File: src/rtl/shift_add_multiplier.sv
// Sequential unsigned multiplier: one conditional add and one right shift per cycle.
// Takes DATA_WIDTH cycles per product and holds the result until the next accepted start.
module shift_add_multiplier #(
    parameter int unsigned DATA_WIDTH = 64
) (
    input  logic                  clk,
    input  logic                  reset,
    input  logic                  start,
    input  logic [DATA_WIDTH-1:0] multiplicand,
    input  logic [DATA_WIDTH-1:0] multiplier,
    output logic                  ready,
    output logic                  busy,
    output logic                  done,
    output logic [DATA_WIDTH-1:0] product_hi,
    output logic [DATA_WIDTH-1:0] product_lo
);

    localparam int unsigned CntWidth = (DATA_WIDTH > 1) ? $clog2(DATA_WIDTH) : 1;
    localparam logic [CntWidth-1:0] CntLast = CntWidth'(DATA_WIDTH - 1);

    typedef enum logic [1:0] {StIdle, StRun, StDone} state_e;

    state_e                state_q, state_d;
    logic [CntWidth-1:0]   cnt_q, cnt_d;
    logic [DATA_WIDTH-1:0] acc_hi_q, acc_hi_d;
    logic [DATA_WIDTH-1:0] acc_lo_q, acc_lo_d;
    logic [DATA_WIDTH-1:0] mcand_q, mcand_d;

    logic [DATA_WIDTH-1:0] addend;
    logic [DATA_WIDTH-1:0] sum;
    logic                  carry_out;

    // The shared adder: the multiplier bit currently in acc_lo[0] gates the multiplicand.
    assign addend           = acc_lo_q[0] ? mcand_q : '0;
    assign {carry_out, sum} = {1'b0, acc_hi_q} + {1'b0, addend};

    always_comb begin
        state_d  = state_q;
        cnt_d    = cnt_q;
        acc_hi_d = acc_hi_q;
        acc_lo_d = acc_lo_q;
        mcand_d  = mcand_q;
        unique case (state_q)
            StIdle: begin
                if (start) begin
                    mcand_d  = multiplicand;
                    acc_lo_d = multiplier;
                    acc_hi_d = '0;
                    cnt_d    = '0;
                    state_d  = StRun;
                end
            end
            StRun: begin
                // Carry lands in the top bit so the 2W-bit product never wraps.
                {acc_hi_d, acc_lo_d} = {carry_out, sum, acc_lo_q[DATA_WIDTH-1:1]};
                cnt_d = cnt_q + 1'b1;
                if (cnt_q == CntLast) begin
                    cnt_d   = '0;
                    state_d = StDone;
                end
            end
            StDone: begin
                state_d = StIdle;
            end
            default: begin
                state_d = StIdle;
            end
        endcase
    end

    always_ff @(posedge clk) begin
        if (reset) begin
            state_q  <= StIdle;
            cnt_q    <= '0;
            acc_hi_q <= '0;
            acc_lo_q <= '0;
            mcand_q  <= '0;
        end else begin
            state_q  <= state_d;
            cnt_q    <= cnt_d;
            acc_hi_q <= acc_hi_d;
            acc_lo_q <= acc_lo_d;
            mcand_q  <= mcand_d;
        end
    end

    assign ready      = (state_q == StIdle);
    assign busy       = (state_q == StRun) || (state_q == StDone);
    assign done       = (state_q == StDone);
    assign product_hi = acc_hi_q;
    assign product_lo = acc_lo_q;

endmodule

File: config.mk
export PLATFORM = sky130hd
export DESIGN_NAME = shift_add_multiplier
export DESIGN_NICKNAME = d
export VERILOG_FILES = /design/src/rtl/shift_add_multiplier.sv
export SDC_FILE = /design/constraint.sdc
export NUM_CORES = 1
export LEC_CHECK = 0
export BUFFER_PORTS_ARGS = -buffer_cell sky130_fd_sc_hd__buf_4
export CORE_MARGIN = 4
export CORE_UTILIZATION = 55
export CTS_CLUSTER_DIAMETER = 200
export DETAILED_ROUTE_END_ITERATION = 8
export PLACE_DENSITY = 0.83
export SYNTH_ARGS = -nofsm -noshare
export SYNTH_HDL_FRONTEND = slang
export SYNTH_SLANG_ARGS = --single-unit
File: constraint.sdc
create_clock -name clk -period 3.7 [get_ports clk]
set_input_delay 0.37 -clock clk [delete_from_list [all_inputs] [get_ports clk]]
set_output_delay 0.37 -clock clk [all_outputs]
set_load 0.1 [all_outputs]
==> results.cfg, run 1 <==
[cts]
cts_root_buffer = clkbuf_16
cts_setup_buffers = 0
hold_buffers = 0
cts_tree = built
clk_path_buf_depth = 2
worstSkewPairLatency_ns = 0.46
cts_sinks = 200
numCtsBuffers = 17
clk_pin_slew_ns = 0.09
h-tree-depth = 4
cts_resized = 0

[critical_path]
cp_slowest_cell = dfxtp_4
crit_fanout = 11
start_kind = flop
arrival_ns = 3.85
path_cells = and2_1 -> ha_1 -> inv_1 -> fa_1 -> and2b_1 -> o2111ai_4 -> a311oi_2 -> o32a_1 -> a211oi_2 -> o211a_1 -> a311oi_2 -> nand2_1 -> a211oi_1
cpMostUsedCell = a311oi_2
required_ns = 4.05
cp-end-kind = flop
worstSetupPathType = flop to flop
cp_slowest_stage_delay_ns = 0.41

[min_path]
hp-class = primary input to flop

[sta]
fin_crit_ns = 3.494
finalSetupViolations = 0
tightest_slew_ns = 1.030
slew_viol_final = 0
rsz0062_at_grt = no
fmax_mhz = 286.2
min_period_over_period_pct = 94.44
finalHoldViolCount = 0
final.setup.tns_ns = 0
slew_headroom_pct = 31.30
finClkSkew_ns = 0.02321

[routing]
dr_wl_met2_mm = 16.60
dr.first_iter.drc_count = 697
wl_per_cell_um = 17.33
drc = 0
wl_met1_mm = 13.86
num_vias = 11420
vias_per_cell = 5.842
ant_nets = 0
met3_length_mm = 2.351
totalWireLength_mm = 33.87
first_pass_iters = 6
topRoutingLayerUsed = met5

[placed_design]
place_congestion = 0.9330
port_buffers = 261
hpwl_mm = 25.14

[final_layout]
nFillCells = 1775
drive_above_1_share_pct = 20.49
seqCellArea_um2 = 4010
area_growth_pct = 23.32
diodes = 0
fin_nets = 1866
multi_input_area_um2 = 7234

[die]
die_w_um = 153.7
row_count = 53
fp.coreArea_um2 = 20960
die_h_um = 153.7
initial_core_util_pct = 55.68
dieArea_um2 = 23610
io_pins = 262

[flow_run]
cap_violations = 0

[power]
power_mw = 7.396
cellLeakagePower_nw = 6.293
power_density_nw_per_um2 = 514.0
max-vdd-ir-drop_mv = 0.5289

[synthesis]
synth-adder-area-share_pct = 7.463
synthSimpleGateAreaFrac_pct = 20.47
synth-compound-area-share_pct = 23.77
syn_avg_cell_area_um2 = 7.938
synthMuxAreaShare_pct = 5.747
synth_top_flop_cell = dfxtp_1
synthesis.nets = 1670
synth_top_family_by_area = compound AO/OA/AOI/OAI gates
yosys.area.top_type = dfxtp_1
synth.top_cell.area_share_pct = 34.31
synth_area_um2 = 11670
synth_xor_area_share_pct = 4.203
ys_async_sr_fraction_pct = 0
synth_cell_types = 71
synthTopCellsByArea = dfxtp_1 (34%), ha_1 (7.3%), nand2_1 (7.3%)
ys_seq_elements = 200
synth-seq-area-share_pct = 34.31
synth-edff-count = 0
yosysWarnings = 0
postSynthCellCount = 1470

[status]
outcome = finished clean

[global_routing]
grt_max_degree = 79
grt_pass1_vias = 11290
antenna_found_initial = 1
grt-ovfl-total = 0
grt_usage_pct = 27.90
grt_pass1_wl_mm = 55.40
-- stage by stage --
step	instances	hold slack, ns	util (%)	setup slack (ns)	area (um^2)
after global placement	1922	0.4390	65.66	0.2519	13760
after CTS	1954	0.1470	68.62	0.1762	14380
final	1954	0.1477	68.67	0.2058	14390
after global routing	1954	0.1511	68.67	0.003758	14390
after floorplan	1470	0.4317	-	0.07429	11670
after detailed placement	1922	0.4420	65.66	0.2089	13760
-- per-layer routing --
layer / global-route usage, % / vias to the layer above
li1: - / 5599
met2: 48.59 / 411
met4: 10.13 / 2
met3: 6.755 / 81
met5: 0 / -
met1: 33.49 / 5322
-- sequential cells by signal, summed over array words and instances, names as in the netlist --
register,cells
mcand_q,64
product_hi,64
product_lo,64
cnt_q,6
state_q,2
-- placed cells by master, fill, tap and decap left out, types with 4 or more instances in the layout --
cell / n
inv_1: 21
a22oi_1: 26
mux2i_1: 67
o21a_1: 5
clkinv_8: 6
nor2_1: 136
a21o_1: 38
and2_1: 68
nand4_1: 18
nor3_1: 16
or3_1: 6
o21ai_0: 57
dfxtp_1: 197
a211oi_1: 72
a31oi_1: 11
o21ai_1: 19
and3_1: 8
a21oi_1: 137
nand3_1: 17
o21bai_1: 11
buf_4: 280
xnor2_1: 28
nand2_1: 225
xor2_1: 28
nand2b_1: 7
ha_1: 67
nor4_1: 4
clkbuf_16: 17
nor2b_1: 4
-- path summary, 6_finish.rpt --
path,startpoint,end,cells past startpoint,slack [ns]
setup / recovery,product_lo[0],product_hi[63],13,0.21
hold / removal,multiplicand[8],mcand_q[8],3,0.15
setup reg to reg,product_lo[0],product_hi[63],13,0.21
hold reg to reg,mcand_q[4],mcand_q[4],2,0.45
-- worst max-delay path, delay by kind of cell (launching register included) --
kind,cells,cell delay [ns]
AOI/OAI and AO/OA,7,1.87
adders and majority gates,2,0.55
DFF,1,0.41
buffers and inverters,1,0.05
and+or+nand+nor,3,0.50
-- cell type report --
class                           count  area share (%)
Timing Repair Buffer              280           14.61
Tap cell                          275           2.391
Clock buffer                       17           2.956
Clock inverter                     15           1.356
Multi-Input combinational cell   1146           50.27
Sequential cell                   200           27.87
Inverter                           21          0.5478
-- cell families (layout without fill, tap and decap cells) --
group / after synthesis / count (layout)
AO/OA/AOI/OAI: 426 / 426
XOR/XNOR: 56 / 56
adder cells (fa/ha/maj): 69 / 69
buffers and inverters: 124 / 333
flip-flops: 200 / 200
multiplexers: 67 / 67
AND/OR/NAND/NOR: 528 / 528
-- power breakdown --
| group | internal (mW) | total (mW) | switching [mW] |
|---|---|---|---|
| sequential | 2.40 | 2.60 | 0.196 |
| clock | 0.931 | 1.95 | 1.02 |
| combinational | 0.706 | 2.85 | 2.14 |
| total | 4.04 | 7.40 | 3.36 |
-- synth_stat cells, types with 21 or more instances --
cell      instances
and2_1           69
xnor2_1          28
o21ai_0          58
inv_1            21
xor2_1           28
mux2i_1          67
a21o_1           38
clkbuf_1         90
nand2_1         226
ha_1             68
dfxtp_1         200
a22oi_1          26
a211oi_1         72
a21oi_1         137
nor2_1          137
(Power assumes the default switching activity.)
==> run 2, diff against run 1 <==
Settings changed: SETUP_SLACK_MARGIN set to 0.4.
==> results.cfg, run 2 (synthesized netlist as in run 1, its figures left out) <==
[status]
outcome = finished clean

[final_layout]
fin_nets = 1878
drive_above_1_share_pct = 24.90
diodes = 0
final_cell_mix = buf_4 (289), nand2_1 (223), dfxtp_1 (187)
final_cells = 1966
final_common_cell = buf_4
area_growth_pct = 27.73
nFillCells = 1744

[cts]
worstSkewPairLatency_ns = 0.45
cts_sinks = 200
clk_path_buf_depth = 2
h-tree-depth = 4
hold_buffers = 0
clk_pin_slew_ns = 0.08
numCtsBuffers = 17
cts_root_buffer = clkbuf_16
cts_tree = built

[global_routing]
grt_usage_pct = 27.67
grt-ovfl-total = 0
grt_pass1_vias = 11010
grt_pass1_wl_mm = 54.99
grt_max_degree = 84
antenna_found_initial = 0

[sta]
fmax_mhz = 313.1
final.setup.tns_ns = 0
fin_crit_ns = 3.194
finalHoldViolCount = 0
finClkSkew_ns = 0.01505
rsz0062_at_grt = yes
slew_viol_final = 0
finalSetupViolations = 0
holdWs_ns = 0.1614
slew_headroom_pct = 48.52
min_period_over_period_pct = 86.32
tightest_slew_ns = 0.7722

[critical_path]
path_cells = buf_4 -> and2_1 -> ha_2 -> a21o_1 -> nor2b_1 -> nor4_2 -> a21oi_2 -> a21o_4 -> a221o_1 -> o21a_1 -> nor2_4 -> xor2_1 -> o21ai_1
critPathBufInv = 1
crit_start = product_lo[0]
required_ns = 4.03
worstSetupPathType = flop to flop
cp_slowest_stage_delay_ns = 0.38
start_kind = flop
cp-end-kind = flop
arrival_ns = 3.52
cp_slowest_cell = a221o_1
r2r_slack_ns = 0.51
crit_fanout = 7
reg2reg_from = product_lo[0]
critPathTopFamily = compound AO/OA/AOI/OAI gates

[routing]
first_pass_iters = 5
num_vias = 11420
drc = 0
vias_per_cell = 5.808
totalWireLength_mm = 33.98
wl_per_cell_um = 17.28
dr.first_iter.drc_count = 730
ant_nets = 0

[power]
max-vdd-ir-drop_mv = 0.4784
cellLeakagePower_nw = 6.393
power_density_nw_per_um2 = 505.2

[min_path]
hp-class = primary input to flop
hold_start = multiplicand[49]

[placed_design]
hpwl_mm = 24.86
dp_cells = 1920
port_buffers = 261
place_congestion = 0.9437

[die]
fp.coreArea_um2 = 20960
initial_core_util_pct = 55.68
die_w_um = 153.7
dieArea_um2 = 23610
die_h_um = 153.7
io_pins = 262
row_count = 53

[flow_run]
cap_violations = 0
==> run 2: worst reg2reg max path: stages (launching register included) <==
cell     delay, ns
dfxtp_4       0.37
buf_4         0.16
and2_1        0.16
ha_2          0.31
a21o_1        0.20
nor2b_1       0.14
nor4_2        0.36
a21oi_2       0.17
a21o_4        0.26
a221o_1       0.39
o21a_1        0.23
nor2_4        0.12
xor2_1        0.15
o21ai_1       0.06
==> run 2: repair_timing <==
item,4_1_cts,5_1_grt
setup endpoints to repair,16,28
pin swaps,9,20
resized for setup,24,58
gates cloned,0,0
buffers inserted,7,7
==> run 2: path summary, 6_finish.rpt <==
check / cells after the start / to
worst max-delay path: 13 / product_hi[44]
worst min-delay path: 3 / mcand_q[49]
worst max register to register: 13 / product_hi[44]
worst min register to register: 2 / mcand_q[18]
==> run 2: report_power, final <==
group	internal, mW	switching, mW	leakage [nW]
combinational	0.730	2.16	4.44
sequential	2.40	0.193	1.64
clock	1.06	0.994	0.312
==> run 2: through the flow <==
step | power, mW | util (%) | area, um^2 | setup slack [ns]
after global placement | 5.438 | 65.71 | 13770 | 0.3191
final | 7.530 | 71.12 | 14900 | 0.5061
after CTS | 7.541 | 69.65 | 14600 | 0.3420
after detailed placement | 5.484 | 65.71 | 13770 | 0.2587
after global routing | 7.829 | 71.12 | 14900 | 0.3576
after floorplan | 4.802 | - | 11700 | 0.3564
==> run 2: final cells by class <==
type	instances	area, um^2	share of cell area (%)
clock buffers	17	425.4	2.854
clock inverters	15	230.2	1.545
inverters	21	78.83	0.5289
multi-input cells	1146	7579	50.85
flip-flops and latches	200	4023	26.99
well taps	275	344.1	2.309
repair buffers	292	2225	14.93
==> run 2: routing by layer <==
| metal | track usage (%) | part of all wire, % | vias up | routed length [um] |
|---|---|---|---|---|
| li1 | - | - | 5613 | - |
| met1 | 35.34 | 42 | 5396 | 14430 |
| met2 | 46.77 | 48 | 357 | 16460 |
| met3 | 6.473 | 6.8 | 52 | 2307 |
| met4 | 8.242 | 2.3 | 0 | 785 |
| met5 | 0 | 0 | - | 0 |
==> run 3, diff against run 2 <==
Settings changed: GPL_TIMING_DRIVEN set to 0.
==> results.cfg, run 3 (synthesized netlist as in run 1, its figures left out) <==
[critical_path]
cp_slowest_stage_delay_ns = 0.37
worstSetupPathType = flop to flop
r2r_cells = 16
r2r_slack_ns = 0.24
crit_end = product_hi[35]
start_kind = flop
reg2reg_from = product_lo[0]
required_ns = 4.03
cp-end-kind = flop
cp_slowest_cell = dfxtp_4
arrival_ns = 3.80
crit_start = product_lo[0]
rr_endpoint = product_hi[35]
crit_fanout = 10
path_cells = clkbuf_16 -> buf_8 -> and2_4 -> ha_4 -> buf_8 -> a21o_1 -> a31o_1 -> a221o_1 -> a21oi_2 -> buf_4 -> a21bo_4 -> a31oi_4 -> o21ai_2 -> a21oi_2 -> xnor2_1 -> a22o_1

[die]
die_h_um = 153.7
io_pins = 262
row_count = 53
fp.coreArea_um2 = 20960
initial_core_util_pct = 55.68
die_w_um = 153.7
dieArea_um2 = 23610

[power]
p_comb_share_pct = 39.8
power_density_nw_per_um2 = 481.6
p_int_mw = 4.154
seq_power_share_pct = 34.2
p_sw_mw = 3.436
max-vdd-ir-drop_mv = 0.5442
power.share.clock_pct = 26.0
p_sw_share_pct = 45.27
cellLeakagePower_nw = 6.802

[placed_design]
hpwl_mm = 27.52
place_congestion = 0.9675
placed_cell_area_um2 = 14000
port_buffers = 260
post-place-ws_ns = -0.2010
dp_cells = 2005

[sta]
final.setup.tns_ns = 0
holdWs_ns = 0.1659
final.setup.worst_slack_ns = 0.2362
rsz0062_at_grt = yes
fin_crit_ns = 3.464
finClkSkew_ns = 0.01122
finalSetupViolations = 0
min_period_over_period_pct = 93.62
tightest_slew_ns = 0.9120
slew_headroom_pct = 38.97
slew_viol_final = 0
fmax_mhz = 288.7
finalHoldViolCount = 0

[final_layout]
final_cell_mix = buf_4 (303), nand2_1 (223), dfxtp_1 (187)
fin_nets = 1991
nFillCells = 1574
area_growth_pct = 35.07
design_area_um2 = 15760
drive_above_1_share_pct = 27.22
final_common_cell = buf_4
diodes = 0
final_cells = 2079

[routing]
vias_per_cell = 5.878
totalWireLength_mm = 38.32
ant_nets = 0
dr.first_iter.drc_count = 852
wl_per_cell_um = 18.43
drc = 0
num_vias = 12220
first_pass_iters = 5

[cts]
cts_sinks = 200
clk_pin_slew_ns = 0.08
hold_buffers = 0
h-tree-depth = 4
numCtsBuffers = 17
worstSkewPairLatency_ns = 0.44
clk_path_buf_depth = 2
cts_tree = built
cts_root_buffer = clkbuf_16

[global_routing]
grt_usage_pct = 29.84
grt-ovfl-total = 0
top_usage_layer = met2
grt_pass1_wl_mm = 58.47
antenna_found_initial = 1
gr-usage-met3_pct = 6.614
grt_max_degree = 22
grtUsageMet1_pct = 36.33
grtUsageMet2_pct = 51.97
grt_pass1_vias = 11670

[min_path]
hp-class = primary input to flop

[status]
outcome = finished clean

[flow_run]
cap_violations = 0
-- run 3: cell types whose count changed in the layout (fill, tap and decap cells not counted), sizes merged --
cell    change
buf        +29
clkinv      +1
bufinv      -1
clkbuf     +84
-- run 3: power by group through the flow --
stage | registers (mW) | logic (mW) | clock network, mW
after CTS | 2.59 | 2.97 | 1.98
after detailed placement | 2.63 | 2.93 | 0
after global placement | 2.63 | 2.89 | 0
after floorplan | 3.82 | 0.984 | 0
after global routing | 2.63 | 3.18 | 2.07
final | 2.60 | 3.02 | 1.97
-- run 3: routing by layer --
layer	wire [um]	vias to the layer above
met5	19	-
met4	1445	2
met3	2902	119
met2	18980	547
met1	14980	5700
li1	-	5853
-- run 3: what timing repair did --
item                       in CTS  in global routing
setup endpoints to repair      31                 32
gates resized for setup        93                124
gates cloned                    1                  0
pin swaps                      27                 40
setup buffers                  17                 24
-- run 3: worst max-delay path: cells and delay by family (launching register included) --
| family | cells | cell delay [ns] |
|---|---|---|
| buffers and inverters | 4 | 0.61 |
| xor gates and xnor gates | 1 | 0.08 |
| AOI/OAI and AO/OA | 9 | 1.91 |
| adders and majority gates | 1 | 0.22 |
| DFF | 1 | 0.37 |
| and+or+nand+nor | 1 | 0.16 |
-- run 3: how the worst min path moves through the flow --
| stage | start | end | slack [ns] | cells after the start |
|---|---|---|---|---|
| floorplan | mcand_q[0] | mcand_q[0] | 0.43 | 2 |
| global placement | mcand_q[7] | mcand_q[7] | 0.44 | 2 |
| detailed placement | mcand_q[50] | mcand_q[50] | 0.44 | 2 |
| CTS | multiplicand[6] | mcand_q[6] | 0.16 | 3 |
| global route | multiplicand[6] | mcand_q[6] | 0.16 | 3 |
| finish | multiplicand[7] | mcand_q[7] | 0.17 | 3 |
-- run 3: cell type report --
| cell class | count | area (um^2) | area share, % |
|---|---|---|---|
| buffer | 103 | 501.7 | 3.183 |
| multi-input combinational | 1146 | 7891 | 50.07 |
| timing repair buffer | 302 | 2293 | 14.55 |
| inverter | 21 | 78.83 | 0.5001 |
| clock buffer | 17 | 425.4 | 2.699 |
| clock inverter | 15 | 203.9 | 1.294 |
| tap | 275 | 344.1 | 2.183 |
| sequential | 200 | 4023 | 25.52 |
-- run 3: stage by stage --
stage	util, %	power, mW
floorplan	-	4.802
global placement	66.79	5.518
detailed placement	66.79	5.560
CTS	72.19	7.551
global route	75.22	7.885
finish	75.22	7.590
